$ cat src/rtl/hc_sb.sv
// ============================================================================
// Module   : hc_sb
// Purpose  : Scoreboarded pipeline hazard controller (busy/jump/RAW priority,
//            per-register pending-write counters). Optional hazard performance
//            counters are built when HC_PERF_EN is defined.
// Revision : 1.0 - initial release
// ============================================================================
`default_nettype none

module hc_sb #(
    parameter int REG_AW = 5,
    parameter int CNT_W  = 2,
    parameter int PERF_W = 32
) (
    input  logic              clk,
    input  logic              rst,
    input  logic              je,
    input  logic              busy_E,
    input  logic              busy_M,
    input  logic              valid_D,
    input  logic [REG_AW-1:0] rs1_addr,
    input  logic [REG_AW-1:0] rs2_addr,
    input  logic              rs1_used,
    input  logic              rs2_used,
    input  logic [REG_AW-1:0] rd_D,
    input  logic              long_D,
    input  logic              wb_valid_W,
    input  logic [REG_AW-1:0] wb_rd_W,
    output logic              stall_F,
    output logic              stall_D,
    output logic              flush_D,
    output logic              stall_E,
    output logic              flush_E,
    output logic              stall_M,
    output logic              flush_M,
    output logic              stall_W,
    output logic              flush_W,
    output logic              sb_err,
    output logic [PERF_W-1:0] perf_mem,
    output logic [PERF_W-1:0] perf_exe,
    output logic [PERF_W-1:0] perf_raw,
    output logic [PERF_W-1:0] perf_jmp
);

    localparam int               NREG    = 1 << REG_AW;
    localparam logic [CNT_W-1:0] CNT_MAX = '1;

    logic [CNT_W-1:0] cnt_q [NREG];
    logic [CNT_W-1:0] cnt_d [NREG];
    logic             sb_err_q, sb_err_d;

    logic byp1, byp2, raw1, raw2, struct_haz, hazard;
    logic rule_mem, rule_exe, rule_jmp, rule_raw;
    logic issue, retire;

    // Writeback is written through, so a retiring write cancels one pending count.
    assign byp1 = wb_valid_W && (wb_rd_W == rs1_addr);
    assign byp2 = wb_valid_W && (wb_rd_W == rs2_addr);

    assign raw1 = rs1_used && (rs1_addr != '0) && (cnt_q[rs1_addr] > CNT_W'(byp1));
    assign raw2 = rs2_used && (rs2_addr != '0) && (cnt_q[rs2_addr] > CNT_W'(byp2));
    assign struct_haz = long_D && (rd_D != '0) && (cnt_q[rd_D] == CNT_MAX);
    assign hazard = valid_D && (raw1 || raw2 || struct_haz);

    assign rule_mem = busy_M;
    assign rule_exe = !busy_M && busy_E;
    assign rule_jmp = !busy_M && !busy_E && je;
    assign rule_raw = !busy_M && !busy_E && !je && hazard;

    assign stall_F = rule_mem || rule_exe || rule_raw;
    assign stall_D = rule_mem || rule_exe || rule_raw;
    assign flush_D = rule_jmp;
    assign stall_E = rule_mem || rule_exe;
    assign flush_E = rule_jmp || rule_raw;
    assign stall_M = rule_mem;
    assign flush_M = rule_exe;
    assign stall_W = 1'b0;
    assign flush_W = rule_mem;
    assign sb_err  = sb_err_q;

    assign issue  = valid_D && long_D && (rd_D != '0) &&
                    !(rule_mem || rule_exe || rule_jmp || rule_raw);
    assign retire = wb_valid_W && (wb_rd_W != '0);

    always_comb begin
        for (int i = 0; i < NREG; i++) begin
            cnt_d[i] = cnt_q[i];
        end
        sb_err_d = sb_err_q;
        // Issue and retire of the same register cancel; the count is untouched.
        if (!(issue && retire && (rd_D == wb_rd_W))) begin
            if (issue) begin
                cnt_d[rd_D] = cnt_q[rd_D] + CNT_W'(1);
            end
            if (retire) begin
                if (cnt_q[wb_rd_W] == '0) begin
                    sb_err_d = 1'b1;
                end else begin
                    cnt_d[wb_rd_W] = cnt_q[wb_rd_W] - CNT_W'(1);
                end
            end
        end
    end

    always_ff @(posedge clk or posedge rst) begin
        if (rst) begin
            for (int i = 0; i < NREG; i++) begin
                cnt_q[i] <= '0;
            end
            sb_err_q <= 1'b0;
        end else begin
            for (int i = 0; i < NREG; i++) begin
                cnt_q[i] <= cnt_d[i];
            end
            sb_err_q <= sb_err_d;
        end
    end

`ifdef HC_PERF_EN
    localparam logic [PERF_W-1:0] PERF_MAX = '1;

    logic [PERF_W-1:0] perf_mem_q, perf_exe_q, perf_raw_q, perf_jmp_q;

    always_ff @(posedge clk or posedge rst) begin
        if (rst) begin
            perf_mem_q <= '0;
            perf_exe_q <= '0;
            perf_raw_q <= '0;
            perf_jmp_q <= '0;
        end else begin
            if (rule_mem && (perf_mem_q != PERF_MAX)) perf_mem_q <= perf_mem_q + PERF_W'(1);
            if (rule_exe && (perf_exe_q != PERF_MAX)) perf_exe_q <= perf_exe_q + PERF_W'(1);
            if (rule_raw && (perf_raw_q != PERF_MAX)) perf_raw_q <= perf_raw_q + PERF_W'(1);
            if (rule_jmp && (perf_jmp_q != PERF_MAX)) perf_jmp_q <= perf_jmp_q + PERF_W'(1);
        end
    end

    assign perf_mem = perf_mem_q;
    assign perf_exe = perf_exe_q;
    assign perf_raw = perf_raw_q;
    assign perf_jmp = perf_jmp_q;
`else
    assign perf_mem = '0;
    assign perf_exe = '0;
    assign perf_raw = '0;
    assign perf_jmp = '0;
`endif

endmodule

`default_nettype wire

$ cat config.mk
export PLATFORM = sky130hd
export DESIGN_NAME = hc_sb
export DESIGN_NICKNAME = d
export VERILOG_FILES = /design/src/rtl/hc_sb.sv
export SDC_FILE = /design/constraint.sdc
export NUM_CORES = 1
export LEC_CHECK = 0
export ABC_AREA = 1
export CAP_MARGIN = 30
export CORE_ASPECT_RATIO = 1.4
export CORE_MARGIN = 2
export CORE_UTILIZATION = 55
export DETAILED_ROUTE_END_ITERATION = 6
export DONT_BUFFER_PORTS = 1
export PLACE_DENSITY = 0.77
export SKIP_CTS_REPAIR_TIMING = 1
export SYNTH_ARGS = -nofsm -noshare
export SYNTH_HDL_FRONTEND = slang
export SYNTH_SLANG_ARGS = --single-unit
$ cat constraint.sdc
create_clock -name clk -period 3.21 [get_ports clk]
set_input_delay 0.1605 -clock clk [delete_from_list [all_inputs] [get_ports clk]]
set_output_delay 0.1605 -clock clk [all_outputs]
set_load 0.05 [all_outputs]
[Yosys cells after proc, flatten, opt, wreduce, memory -nomap -nowiden]
Index checks and enable logic that the tools add are counted.
Cells by class
  $add $sub $neg: 2
  reduce and logical (&&, ||, !) cells: 39
  eq/ne operators: 4
  muxes and demuxes: 22
  bitwise operators: 5
  magnitude comparators: 8
Operators with widths (number)
  64-bit 2-to-1 mux: 4
  64-bit bitwise mux: 2
  2-bit binary-select mux with 5-bit select: 4
  6-bit >= comparator (second input constant): 4
  5-bit NOT with 6-bit output: 4
  1-bit logical AND: 22
  2-bit demux with 5-bit select: 2
  2-bit 2-to-1 mux: 10
  5-bit nonzero test: 4
  5-bit == test: 3
  6-bit by 1-bit less-than comparator with 1-bit output (second input constant): 2
  1-bit logical OR: 7
  2-bit by 1-bit > comparator with 1-bit output: 2
  1-bit logical NOT: 4
  3-bit AND reduction: 1
  2-bit by 1-bit adder with 2-bit output (second input constant): 1
  2-bit == test (second input constant): 1
  2-bit logical NOT: 1
  2-bit by 1-bit subtractor with 2-bit output (second input constant): 1
  1-bit NOT: 1
Word-level totals
  bits in registers: 65
  word-level logic and storage cells: 113
  input port bits: 30
  output and inout port bits: 138

[Longest topological paths before layout]
  depth after elaboration: 19
  gate-level depth with buffers: 21
  mapped depth without buffers: 18

[Worst setup path before layout]
Ideal clock, no wire load.
  path type: input port to output port
  from: input port rs1_addr[0]
  to: output port stall_F
  stages on the path: 16
  required time: 3.049 ns
  path buffers: 4
  data arrival time: 2.861 ns
  setup slack: 0.189 ns
  cell sequence: buf_4 inv_2 buf_6 clkbuf_1 nand2_1 o211ai_1 nand3_1 o32ai_1 ha_1 or2_2 nand3_1 nand2_1 nand3_1 nand4_1 nand2_1 buf_4
On the way
  cells in the longest elaborated chain, start to end: 11
  elaborated cells between the ends (all ways): 15
  classes of those cells: 1 x order compare; 1 x eq/ne; 3 x mux; 1 x bitwise; 9 x reduce/logical
RTL lines
  start, declared: RTL line 21  | input logic [REG_AW-1:0] rs1_addr,
  5-bit NOT with 6-bit output (not written as such): RTL line 60  | assign raw1 = rs1_used && (rs1_addr != '0) && (cnt_q[rs1_addr] > CNT_W'(byp1));
  2-bit binary-select mux with 5-bit select: RTL line 60
  2-bit 2-to-1 mux (not written as such) (2 in series): RTL line 60
  2-bit by 1-bit > comparator with 1-bit output: RTL line 60
  1-bit logical AND (*): RTL line 60
  1-bit logical OR (*) (2 in series): RTL line 63  | assign hazard = valid_D && (raw1 || raw2 || struct_haz);
  1-bit logical AND (*): RTL line 63
  1-bit logical AND (*): RTL line 68  | assign rule_raw = !busy_M && !busy_E && !je && hazard;
  1-bit logical OR (*)
  end, declared: RTL line 29  | output logic stall_F,
Every way passes the cells marked *; elsewhere a longest branch is shown, timed or not. The select of a mux whose other input is x is not followed.

[Final worst setup path]
  from: register cnt_q[14] (netlist bit)
  to: output port stall_D
On the way
  cells in the longest elaborated chain, start to end: 10
  elaborated cells between the ends (all ways): 20
  classes of those cells: 2 x order compare; 1 x eq/ne; 9 x mux; 8 x reduce/logical
RTL lines
  start, declared: RTL line 48  | logic [CNT_W-1:0] cnt_q [NREG];
  start signal, assigned by index: RTL line 113  | cnt_q[i] <= cnt_d[i];
  2-bit binary-select mux with 5-bit select (on tied branches): RTL line 60, 61
  2-bit 2-to-1 mux (on tied branches) (2 in series): RTL line 60, 61
  2-bit by 1-bit > comparator with 1-bit output (on tied branches): RTL line 60, 61
  1-bit logical AND (on tied branches): RTL line 60, 61
  1-bit logical OR: RTL line 63
  1-bit logical OR (*): RTL line 63
  1-bit logical AND (*): RTL line 63
  1-bit logical AND (*): RTL line 68
  1-bit logical OR (*): RTL line 71  | assign stall_D = rule_mem || rule_exe || rule_raw;
  end, declared: RTL line 30  | output logic stall_D,
Marked as above.

==> results.cfg <==
[sta]
finClkSkew_ps = 12.0
relSlewSlack_pct = 37.3
timing.hold.ws_ps = 227
finalSetupViolCount = 0
setup_ws_ps = 38.1
layout_min_cycle_time_ps = 3170
finalMaxSlewViolations = 0
tightest_slew_ps = 939
final-hold-violation-count = 0
max_freq_mhz = 315
fin_crit_sh_pct = 98.8

[placed_design]
pre_cts_ws_ps = -28.1
gp_congestion = 1.07
dpl.hpwl_mm = 23.0
port_buffers = 0

[detailed_routing]
drc = 3
drt-initial-drc-count = 1584
ant_nets = 0
drt-total-wl_mm = 32.0
dr.pass1.iters = 7
num_vias = 10000
avgRoutedWirePerCell_um = 19.2
vias_per_cell = 6.02

[setup_path]
criticalPathCategory = register to output pin
crit_required_ps = 3050
cp-start-kind = register
cp_max_fo = 4
reg2reg_depth = 13
crit_arrival_ps = 3010
endpoint_kind = output pin

[yosys]
synth_top_cells_by_area = nand2_1 (24%), dfrtp_1 (20%), buf_4 (13%)
synthDominantCellAreaShare_pct = 24.4
ys_ff_latch = 65
synth.distinct_cells = 37
synth_warnings = 0
synthesis.area_um2 = 8320
synth_area_leader_cell = nand2_1
syn_inst = 1457
synth-seq-area-share_pct = 19.6
syn_area_per_cell_um2 = 5.71

[global_route]
grtUsageTotal_pct = 39.5
overflow = 0
grt_max_degree = 60
grt_pass1_wl_mm = 48.9
grt_pass1_vias = 8836
antenna_found_initial = 0

[layout]
area_growth_pct = 6.15
drive_gt1_share_pct = 9.57
n_antenna_cell = 0
nets = 1503

[power]
total_power_w = 0.00364
p_leak_nw = 4.39
peakVddDrop_v = 0.000226
p_per_area_nw_per_um2 = 412

[clock_network]
cts-htree-levels = 3
clk_latency_ps = 350
clock_path_buffers = 2
cts_tree = done
cts_sinks = 65
cts_root_buffer = clkbuf_16
cts_buffers = 9
clkTransAtPathRegs_ps = 60

[floorplan]
fp.dieH_um = 150
core_um2 = 14900
die_x_um = 108
io_pins = 168
dieArea_um2 = 16100
initial_core_util_pct = 55.8
rows = 53

[status]
violations = design-rule violations
outcome = finished with violations

[hold_path]
hp-class = input port to register
min_path_cells = 4

[flow_run]
max_cap_violations = 0
## cells by family after synthesis
group                    share of synthesized area (%)
AND/OR/NAND/NOR                                   38.9
buffers and inverters                             22.5
AO/OA/AOI/OAI                                     17.7
flip-flops                                        19.6
XOR/XNOR                                         0.632
adder cells (fa/ha/maj)                          0.602
other                                           0.0451
multiplexers                                     0.120
## metal layers
| metal | part of all wire (%) | GRT usage [%] |
|---|---|---|
| met4 | 8.1 | 27.6 |
| met3 | 14 | 9.19 |
| met2 | 43 | 59.9 |
| met5 | 0 | 0 |
| met1 | 34 | 49.1 |
## flip-flops by register name, indices dropped and copies added (netlist names)
| register | cells |
|---|---|
| cnt_q | 64 |
| sb_err | 1 |
## cell usage after synthesis
| cell type | number |
|---|---|
| nand2_1 | 541 |
| nand3_1 | 158 |
| buf_4 | 143 |
| inv_1 | 110 |
| a21oi_1 | 90 |
| o21ai_0 | 67 |
| dfrtp_1 | 65 |
| nor2_1 | 56 |
| clkbuf_1 | 42 |
| buf_2 | 29 |
| a22oi_1 | 27 |
| o21ai_1 | 19 |
| o221ai_1 | 19 |
| nor3_1 | 16 |
| o22ai_1 | 11 |
| inv_2 | 9 |
| nor2_2 | 7 |
| o211ai_1 | 7 |
| nand4_1 | 5 |
| xor2_1 | 5 |
| ha_1 | 4 |
| a211oi_1 | 3 |
| a221oi_1 | 3 |
| buf_1 | 3 |
| buf_6 | 3 |
| nor4_1 | 2 |
| o2111ai_1 | 2 |
| or2_2 | 2 |
| a22o_1 | 1 |
| a31oi_1 | 1 |
| conb_1 | 1 |
| mux2i_1 | 1 |
| nand2_2 | 1 |
| nand4_4 | 1 |
| o21bai_1 | 1 |
| o32ai_1 | 1 |
| xnor2_1 | 1 |
## stage by stage
step / util (%) / area, um^2 / TNS [ps] / instances
floorplan: - / 8800 / 0 / 1585
global placement: 56.2 / 8380 / -2420 / 1646
detailed placement: 56.3 / 8400 / -47.4 / 1648
CTS: 58.6 / 8750 / -530 / 1664
global route: 59.2 / 8830 / -63.9 / 1666
finish: 59.2 / 8830 / 0 / 1666
## where the power goes
group / switching [W] / internal, W
Clock: 0.000425 / 0.000759
Combinational: 0.00105 / 0.000356
Sequential: 0.000125 / 0.000921
Total: 0.00160 / 0.00204
## layout by cell type, fill, tap and decap left out, types with 4 or more instances in the layout
| master | netlist | routed |
|---|---|---|
| nand2_1 | 541 | 538 |
| nand3_1 | 158 | 156 |
| conb_1 | 1 | 129 |
| inv_1 | 110 | 106 |
| a21oi_1 | 90 | 90 |
| buf_4 | 143 | 79 |
| dfrtp_1 | 65 | 64 |
| o21ai_0 | 67 | 59 |
| nor2_1 | 56 | 54 |
| o21ai_1 | 19 | 27 |
| a22oi_1 | 27 | 27 |
| o221ai_1 | 19 | 19 |
| nor3_1 | 16 | 16 |
| inv_2 | 9 | 13 |
| o22ai_1 | 11 | 11 |
| clkbuf_16 | 0 | 9 |
| nor2_2 | 7 | 7 |
| o211ai_1 | 7 | 7 |
| buf_12 | 0 | 7 |
| nand4_1 | 5 | 5 |
| xor2_1 | 5 | 5 |
| buf_6 | 3 | 5 |
| ha_1 | 4 | 4 |
## final cells by class
| cell class | instances | area, um^2 |
|---|---|---|
| clock inverters | 7 | 119 |
| repair buffers | 93 | 815 |
| flip-flops and latches | 65 | 1630 |
| fillers | 1526 | 6090 |
| well taps | 192 | 240 |
| multi-input cells | 1181 | 5360 |
| inverters | 119 | 447 |
| clock buffers | 9 | 225 |
## final timing paths
check | slack, ps | from | end
setup reg to reg | 60 | cnt_q[39]$_DFFE_PP0N_ | cnt_q[20]$_DFFE_PP0N_
setup / recovery | 40 | cnt_q[14]$_DFFE_PP0N_ | stall_D
max in group asynchronous | 1820 | rst | sb_err$_DFFE_PP0P_
min in group asynchronous | 330 | rst | cnt_q[56]$_DFFE_PP0N_
hold / removal | 230 | wb_valid_W | sb_err$_DFFE_PP0P_
hold reg to reg | 430 | cnt_q[62]$_DFFE_PP0N_ | cnt_q[62]$_DFFE_PP0N_
## worst max-delay path, cell delays in order (launching register included)
cell and delay [ps]:
dfrtp_1 400, buf_6 140, o21ai_1 110, o21ai_1 80, o211ai_1 330, nand3_1 140, o32ai_2 150, ha_1 270
or2_2 290, nand3_2 90, nand2_4 80, nand3_4 80, buf_4 110, nand4_1 90, nand2_1 130, buf_12 180
(Power assumes the default switching activity.)
